**config.mk**
```make
export PLATFORM = sky130hd
export DESIGN_NAME = apb_master_bridge
export DESIGN_NICKNAME = d
export VERILOG_FILES = /design/src/rtl/apb_master_pkg.sv /design/src/rtl/apb_wait_counter.sv /design/src/rtl/apb_master_bridge.sv
export SDC_FILE = /design/constraint.sdc
export NUM_CORES = 1
export LEC_CHECK = 0
export CORE_ASPECT_RATIO = 0.5
export CORE_MARGIN = 2
export CORE_UTILIZATION = 44
export DETAILED_ROUTE_END_ITERATION = 10
export PLACE_DENSITY = 0.94
export SLEW_MARGIN = 0
export SYNTH_ARGS = -nofsm -noshare
export SYNTH_HDL_FRONTEND = slang
export SYNTH_SLANG_ARGS = --single-unit
```
**constraint.sdc**
```tcl
create_clock -name PCLK -period 6.5 [get_ports PCLK]
set_clock_uncertainty 0.05 [all_clocks]
set_input_delay 1.3 -clock PCLK [delete_from_list [all_inputs] [get_ports PCLK]]
set_output_delay 1.3 -clock PCLK [all_outputs]
set_load 0.03 [all_outputs]
```
**src/rtl/apb_master_pkg.sv**
```systemverilog
// rtl/apb_master_pkg.sv - shared types and constants for the APB master bridge
package apb_master_pkg;

  localparam int DEFAULT_ADDR_WIDTH = 32;
  localparam int DEFAULT_DATA_WIDTH = 32;
  localparam int DEFAULT_TIMEOUT    = 16;

  typedef enum logic [1:0] {
    IDLE   = 2'd0,
    SETUP  = 2'd1,
    ACCESS = 2'd2,
    RESP   = 2'd3
  } apb_state_e;

  typedef struct packed {
    logic                          write;
    logic [DEFAULT_ADDR_WIDTH-1:0] addr;
    logic [DEFAULT_DATA_WIDTH-1:0] wdata;
  } apb_req_t;

  // A disabled timeout (0) still needs a one-bit counter to keep widths legal.
  function automatic int cnt_width(input int timeout);
    return (timeout > 0) ? $clog2(timeout + 1) : 1;
  endfunction

endpackage

```
**src/rtl/apb_wait_counter.sv**
```systemverilog
// rtl/apb_wait_counter.sv - saturating ACCESS wait-state counter with terminal-count flag
module apb_wait_counter
  import apb_master_pkg::*;
#(
  parameter int TIMEOUT = DEFAULT_TIMEOUT
) (
  input  logic clk_i,
  input  logic rst_i,
  input  logic clr_i,
  input  logic en_i,
  output logic tc_o
);

  localparam int           W       = cnt_width(TIMEOUT);
  localparam logic [W-1:0] CNT_MAX = '1;
  localparam logic [W-1:0] TC_VAL  = W'(TIMEOUT - 1);

  logic [W-1:0] cnt_q;
  logic [W-1:0] cnt_d;

  always_comb begin
    cnt_d = cnt_q;
    if (clr_i) begin
      cnt_d = '0;
    end else if (en_i && (cnt_q != CNT_MAX)) begin
      cnt_d = cnt_q + W'(1);
    end
  end

  always_ff @(posedge clk_i or posedge rst_i) begin
    if (rst_i) begin
      cnt_q <= '0;
    end else begin
      cnt_q <= cnt_d;
    end
  end

  assign tc_o = (TIMEOUT != 0) && (cnt_q == TC_VAL);

endmodule

```
**src/rtl/apb_master_bridge.sv**
```systemverilog
// rtl/apb_master_bridge.sv - valid/ready request/response to two-phase APB requester
module apb_master_bridge
  import apb_master_pkg::*;
#(
  parameter int ADDR_WIDTH = DEFAULT_ADDR_WIDTH,
  parameter int DATA_WIDTH = DEFAULT_DATA_WIDTH,
  parameter int TIMEOUT    = DEFAULT_TIMEOUT
) (
  input  logic                  PCLK,
  input  logic                  PRESET,
  input  logic                  req_valid,
  output logic                  req_ready,
  input  logic                  req_write,
  input  logic [ADDR_WIDTH-1:0] req_addr,
  input  logic [DATA_WIDTH-1:0] req_wdata,
  output logic                  rsp_valid,
  input  logic                  rsp_ready,
  output logic [DATA_WIDTH-1:0] rsp_rdata,
  output logic                  rsp_err,
  output logic [ADDR_WIDTH-1:0] PADDR,
  output logic                  PSELx,
  output logic                  PENABLE,
  output logic                  PWRITE,
  output logic [DATA_WIDTH-1:0] PWDATA,
  input  logic                  PREADY,
  input  logic [DATA_WIDTH-1:0] PRDATA
);

  apb_state_e            state_q;
  logic [ADDR_WIDTH-1:0] paddr_q;
  logic                  pwrite_q;
  logic [DATA_WIDTH-1:0] pwdata_q;
  logic                  psel_q;
  logic                  penable_q;
  logic                  rsp_valid_q;
  logic [DATA_WIDTH-1:0] rsp_rdata_q;
  logic                  rsp_err_q;

  logic accept;
  logic wait_tc;
  logic wait_clr;
  logic wait_en;

  // In RESP a new request may ride on the response handshake to save a cycle.
  assign req_ready = (state_q == IDLE) || ((state_q == RESP) && rsp_ready);
  assign accept    = req_valid && req_ready;

  assign wait_clr = (state_q == SETUP);
  assign wait_en  = (state_q == ACCESS) && !PREADY && !wait_tc;

  apb_wait_counter #(
    .TIMEOUT(TIMEOUT)
  ) u_wait (
    .clk_i(PCLK),
    .rst_i(PRESET),
    .clr_i(wait_clr),
    .en_i (wait_en),
    .tc_o (wait_tc)
  );

  always_ff @(posedge PCLK or posedge PRESET) begin
    if (PRESET) begin
      state_q     <= IDLE;
      paddr_q     <= '0;
      pwrite_q    <= 1'b0;
      pwdata_q    <= '0;
      psel_q      <= 1'b0;
      penable_q   <= 1'b0;
      rsp_valid_q <= 1'b0;
      rsp_rdata_q <= '0;
      rsp_err_q   <= 1'b0;
    end else begin
      // Address/data only move on accept, so an idle bus never toggles them.
      if (accept) begin
        paddr_q  <= req_addr;
        pwrite_q <= req_write;
        pwdata_q <= req_wdata;
      end
      case (state_q)
        IDLE: begin
          if (accept) begin
            psel_q    <= 1'b1;
            penable_q <= 1'b0;
            state_q   <= SETUP;
          end
        end
        SETUP: begin
          penable_q <= 1'b1;
          state_q   <= ACCESS;
        end
        ACCESS: begin
          if (PREADY) begin
            rsp_rdata_q <= pwrite_q ? '0 : PRDATA;
            rsp_err_q   <= 1'b0;
            rsp_valid_q <= 1'b1;
            psel_q      <= 1'b0;
            penable_q   <= 1'b0;
            state_q     <= RESP;
          end else if (wait_tc) begin
            rsp_rdata_q <= '0;
            rsp_err_q   <= 1'b1;
            rsp_valid_q <= 1'b1;
            psel_q      <= 1'b0;
            penable_q   <= 1'b0;
            state_q     <= RESP;
          end
        end
        RESP: begin
          if (rsp_ready) begin
            rsp_valid_q <= 1'b0;
            rsp_rdata_q <= '0;
            rsp_err_q   <= 1'b0;
            if (accept) begin
              psel_q    <= 1'b1;
              penable_q <= 1'b0;
              state_q   <= SETUP;
            end else begin
              state_q <= IDLE;
            end
          end
        end
        default: begin
          state_q <= IDLE;
        end
      endcase
    end
  end

  assign PADDR     = paddr_q;
  assign PWRITE    = pwrite_q;
  assign PWDATA    = pwdata_q;
  assign PSELx     = psel_q;
  assign PENABLE   = penable_q;
  assign rsp_valid = rsp_valid_q;
  assign rsp_rdata = rsp_rdata_q;
  assign rsp_err   = rsp_err_q;

endmodule

```
==> reports/metrics.cfg, run 1 <==
[route]
top_layer=met4
routedWlPerCell_um=18.2
drc=0
wl_met2_mm=6.06
antenna_left=0
num_vias=3062
vias_per_cell=5.04
drtIter0Drc=83
drt_wl_total_mm=11.0
dr.pass1.iters=4
m1WireLength_mm=4.16
wl_met3_um=474

[critical_path]
critPathRequiredTime_ps=5150
critPathSlowestCell=clkdlybuf4s50_1
r2r_slack_ps=3900
crit-reg2reg-launch=u_wait.cnt_q[0]$_DFFE_PP0P_
crit_arrival_ps=2740
cpMostUsedCell=clkdlybuf4s50_1
timing.rr.end=rsp_err$_DFFE_PP0P_
path_class=in2out
crit_fanout=4
r2r_cells=7
slowest_delay_ps=710
cp-end-kind=output port
crit_path_cell_trace=clkdlybuf4s50_1, a21o_1, clkdlybuf4s50_1
startpoint_type=input port

[final_layout]
n_antenna_cell=0
drive_gt1_share_pct=19.1
utilization_pct=71.5
fin_nets=592
syn_to_final_growth_pct=58.5

[grt]
antenna_found_initial=0
grt_usage_pct=21.2
grt_pass1_wl_mm=16.6
grt_overflow=0
grt_max_degree=74
grt_pass1_vias=3142

[logic_synthesis]
synthCells=279
synth-seq-cells=108
synthAdderAreaFrac_pct=2.66
synth.area.top_cells=dfrtp_1 64%, mux2_2 18%, a22o_1 6.6%
synth_top_family_by_area=multiplexers
syn-cell-area_um2=4230
synth_most_common_cell=dfrtp_1
synth_edf_count=0
synth_flop_cell=dfrtp_1
netlist_top_cells_count=108 x dfrtp_1, 68 x mux2_2, 32 x a22o_1, 10 x buf_2, 9 x ha_1
ys.warnings.count=0
synthesis.nets=390
synth_mux_area_share_pct=18.3
synth_top_area_share_pct=63.9
syn_avg_cell_area_um2=15.2
synth_async_sr_flop_share_pct=100
synth_largest_area_cell=dfrtp_1
synth-xor-area-share_pct=0.207
synth-simple-area-share_pct=3.08
synth_compound_area_share_pct=9.52
yosysSeqAreaShare_pct=63.9
synth_cell_type_count=35

[clocking]
cts_max_path_buffers=2
cts_resized=0
ctsRootBufferMaster=clkbuf_16
post_cts_buffers=0
clk_latency_ps=350
clkSlewWorstSetupHoldPaths_ps=70
cts_sinks=108
cts_tree=done
postCtsHoldBufs=0
cts_buffers=9
cts_max_level=3

[floorplan]
fp.dieW_um=143
initial_core_util_pct=45.1
core_area_um2=9380
row_count=25
fp.dieH_um=73.3
ioPinCount=204
dieArea_um2=10500

[power_and_ir_drop]
peakVddDrop_mv=0.204
powerDensity_nw_per_um2=567
p_leak_nw=2.91

[timing]
slew_headroom_pct=39.9
fmax_mhz=244
fin_crit_sh_pct=63.0
finalCriticalPeriod_ps=4090
tightest_slew_ps=902
rsz0062_at_grt=no
tns_ps=0
hold_viol=0
setup_violations=0
drv_slew=0

[hold_path]
whs_path_depth=1
hold_start=PADDR[15]$_DFFE_PP0P_
hold_class=reg2reg
holdPathEnd=PADDR[15]$_DFFE_PP0P_

[placed_design]
place_congestion=0.776
dp.final_hpwl_mm=8.23
portBuffers=203

[outcome]
status=finished clean

[run]
maxCapViolCount=0

[cell type report]
cell class,count,area (um2)
Multi-Input combinational cell,149,1450
Clock buffer,11,243
Inverter,6,25.0
Timing Repair Buffer,207,2060
Fill cell,636,2680
Clock inverter,5,75.1
Tap cell,121,151
Sequential cell,108,2700
[worst max path at each step]
stage | from | endpoint | slack [ps] | cells after the start
after floorplan | PRESET | PADDR[0]$_DFFE_PP0P_ | 2300 | 1
after global placement | rsp_ready | req_ready | 2460 | 3
after detailed placement | rsp_ready | req_ready | 2400 | 3
after CTS | rsp_ready | req_ready | 2400 | 3
after global routing | rsp_ready | req_ready | 2370 | 3
final | rsp_ready | req_ready | 2410 | 3
[worst max-delay path, delay by kind of cell]
| family | cells | cell delay [ps] |
|---|---|---|
| compound gates | 1 | 200 |
| buf+inv | 2 | 1240 |
[state kept, by name, summed over array words and instances, names as in the netlist]
signal and cells:
u_wait.cnt_q 5, PADDR 32, rsp_valid 1, state_q 2
PWRITE 1, PENABLE 1, rsp_rdata 32, rsp_err 1
PWDATA 32, PSELx 1
[routing by layer]
| layer | GRT usage, % | vias to the layer above |
|---|---|---|
| met2 | 39.3 | 77 |
| met1 | 23.1 | 1534 |
| met5 | 0 | - |
| met4 | 8.36 | 0 |
| li1 | - | 1420 |
| met3 | 6.78 | 31 |
[cells in the final DEF (no fill, tap or decap), drive strengths merged, types with 3 or more instances in the layout]
| master | Yosys | layout |
|---|---|---|
| a21oi | 5 | 5 |
| a22o | 32 | 32 |
| buf | 10 | 4 |
| clkbuf | 6 | 11 |
| clkdlybuf4s50 | 0 | 203 |
| clkinv | 0 | 3 |
| dfrtp | 108 | 108 |
| ha | 9 | 9 |
| inv | 6 | 6 |
| mux2 | 68 | 68 |
| nor2 | 4 | 4 |
[power breakdown]
| group | internal [W] | switching, W | total (W) |
|---|---|---|---|
| registers | 0.000997 | 0.000175 | 0.00117 |
| logic | 0.000938 | 0.00110 | 0.00204 |
| clock network | 0.000346 | 0.000238 | 0.000584 |
[logic make-up after synthesis]
logic type	after synthesis
fa+ha+maj	9
xor+xnor	1
buf+inv	22
flops	108
mux	69
simple gates	21
compound gates	49
[stage by stage]
step                total power, W  std cells  hold WS (ps)  instance area [um2]  setup slack (ps)
finish                     0.00380        607           453                 6710              2410
global route               0.00397        607           464                 6710              2370
CTS                        0.00383        607           457                 6710              2400
detailed placement         0.00324        591           442                 6390              2400
global placement           0.00317        591           436                 6390              2460
floorplan                  0.00237        279           464                 4230              2300
Note: power is estimated with default switching activity, not from simulation.
==> run 2: changes to the inputs <==
CORE_UTILIZATION = 37   (was 44)
PLACE_DENSITY = 0.85   (was 0.94)
clock period = 3.42 ns   (was 6.5 ns; I/O delays follow)
==> run 2 against run 1 <==
  * Clock-buffer cell count up 5
  * Sequential power up 90%
  * Largest cell class unchanged
  * Global-route usage down 3.6 points
  * Largest power group unchanged
  * Register-to-register slack worse by 2900 ps
==> reports/metrics.cfg, run 2 (same netlist as run 1, synthesis figures left out) <==
[final_layout]
fillerInstances=856
n_antenna_cell=0
syn_to_final_growth_pct=59.4
utilization_pct=60.8
final_cell_mix=203 x clkdlybuf4s50_1, 108 x dfrtp_1, 68 x mux2_2
layout_commonest_cell=clkdlybuf4s50_1
drive_gt1_share_pct=19.1
fin_nets=593
multi_input_area_um2=1450
area.sequential_um2=2700

[power_and_ir_drop]
powerDensity_nw_per_um2=1060
peakVddDrop_mv=0.372
p_leak_nw=2.90
clockPowerShare_pct=14.5
netSwitchingFraction_pct=40.1
p_switching_w=0.00287
intPower_w=0.00428
seq_power_share_pct=31.1
p_comb_share_pct=54.4

[route]
antenna_left=0
routedWlPerCell_um=17.6
vias_per_cell=4.81
drc=0
dr.pass1.iters=4
num_vias=3041
drt_wl_total_mm=11.1
drtIter0Drc=159

[floorplan]
core_area_um2=11100
initial_core_util_pct=38.2
fp.dieW_um=155
ioPinCount=204
fp.dieH_um=79.6
row_count=27
dieArea_um2=12400

[clocking]
cts_max_path_buffers=2
cts_buffers=9
postCtsHoldBufs=0
cts_max_level=3
clk_latency_ps=340
clkSlewWorstSetupHoldPaths_ps=60
cts_tree=done
cts_resized=0
cts_sinks=108
post_cts_buffers=0
ctsRootBufferMaster=clkbuf_16

[placed_design]
dp.final_hpwl_mm=8.32
pre_cts_slack_ps=589
place_congestion=0.776
portBuffers=203

[critical_path]
crit_arrival_ps=2110
crit_fanout=4
path_class=in2out
startpoint_type=input port
crit_buf_inv=2
cpMostUsedCell=clkdlybuf4s50_1
critPathSlowestCell=clkdlybuf4s50_1
slowest_delay_ps=700
crit_path_cell_trace=clkdlybuf4s50_1, a21o_1, clkdlybuf4s50_1
crit_family=buffers and inverters
cp-end-kind=output port
critPathRequiredTime_ps=2690

[timing]
slew_headroom_pct=64.4
tightest_slew_ps=533
rsz0062_at_grt=no
finalCriticalPeriod_ps=2840
hold_viol=0
tns_ps=0
setup_ws_ps=576
fmax_mhz=352
drv_slew=0
fin_hold_ws_ps=452
fin_crit_sh_pct=83.2
setup_violations=0

[grt]
grt_max_degree=88
grt_usage_pct=17.6
grt_pass1_vias=3121
antenna_found_initial=0
grt_pass1_wl_mm=16.7
grt_overflow=0

[outcome]
status=finished clean

[run]
maxCapViolCount=0

[hold_path]
hold_class=reg2reg

-- run 2: cell types whose count changed in the layout (fill, tap and decap cells not counted), sizes merged --
cell and change:
clkinvlp +1, buf +1, clkinv -3, clkbuf +5, bufinv -2, inv -1
-- run 2: power groups by stage --
| stage | Sequential [W] | Combinational (W) | Clock [W] |
|---|---|---|---|
| floorplan | 0.00340 | 0.00111 | 0 |
| global placement | 0.00220 | 0.00385 | 0 |
| detailed placement | 0.00225 | 0.00392 | 0 |
| CTS | 0.00223 | 0.00393 | 0.00106 |
| global route | 0.00230 | 0.00406 | 0.00112 |
| finish | 0.00222 | 0.00389 | 0.00104 |
-- run 2: through the flow --
stage / instance area, um2 / power [W] / cells
5_1_grt: 6740 / 0.00747 / 632
2_1_floorplan: 4230 / 0.00451 / 279
4_1_cts: 6740 / 0.00722 / 632
3_5_place_dp: 6440 / 0.00616 / 616
6_report: 6740 / 0.00715 / 632
3_3_place_gp: 6440 / 0.00605 / 616
-- run 2: final timing paths --
path,startpoint,endpoint,slack [ps],cells after the start
setup / recovery,rsp_ready,req_ready,580,3
hold / removal,PWDATA[21]$_DFFE_PP0P_,PWDATA[21]$_DFFE_PP0P_,450,1
setup reg to reg,u_wait.cnt_q[0]$_DFFE_PP0P_,rsp_valid$_DFFE_PP0P_,990,7
hold reg to reg,PWDATA[21]$_DFFE_PP0P_,PWDATA[21]$_DFFE_PP0P_,450,1
max in group asynchronous,PRESET,PWDATA[8]$_DFFE_PP0P_,1820,3
min in group asynchronous,PRESET,PWDATA[28]$_DFFE_PP0P_,670,2
-- run 2: layer usage --
| layer | up-vias | GRT usage, % | part of all wire, % |
|---|---|---|---|
| met5 | - | 0 | 0 |
| met1 | 1553 | 19.3 | 39 |
| met4 | 0 | 6.33 | 2.5 |
| met3 | 21 | 4.13 | 2.6 |
| li1 | 1414 | - | - |
| met2 | 53 | 33.8 | 56 |
-- run 2: cell type report --
| class | count | area share [%] |
|---|---|---|
| Sequential cell | 108 | 40.1 |
| Timing Repair Buffer | 208 | 30.9 |
| Multi-Input combinational cell | 149 | 21.5 |
| Clock buffer | 16 | 4.47 |
| Tap cell | 145 | 2.69 |
| Inverter | 6 | 0.390 |
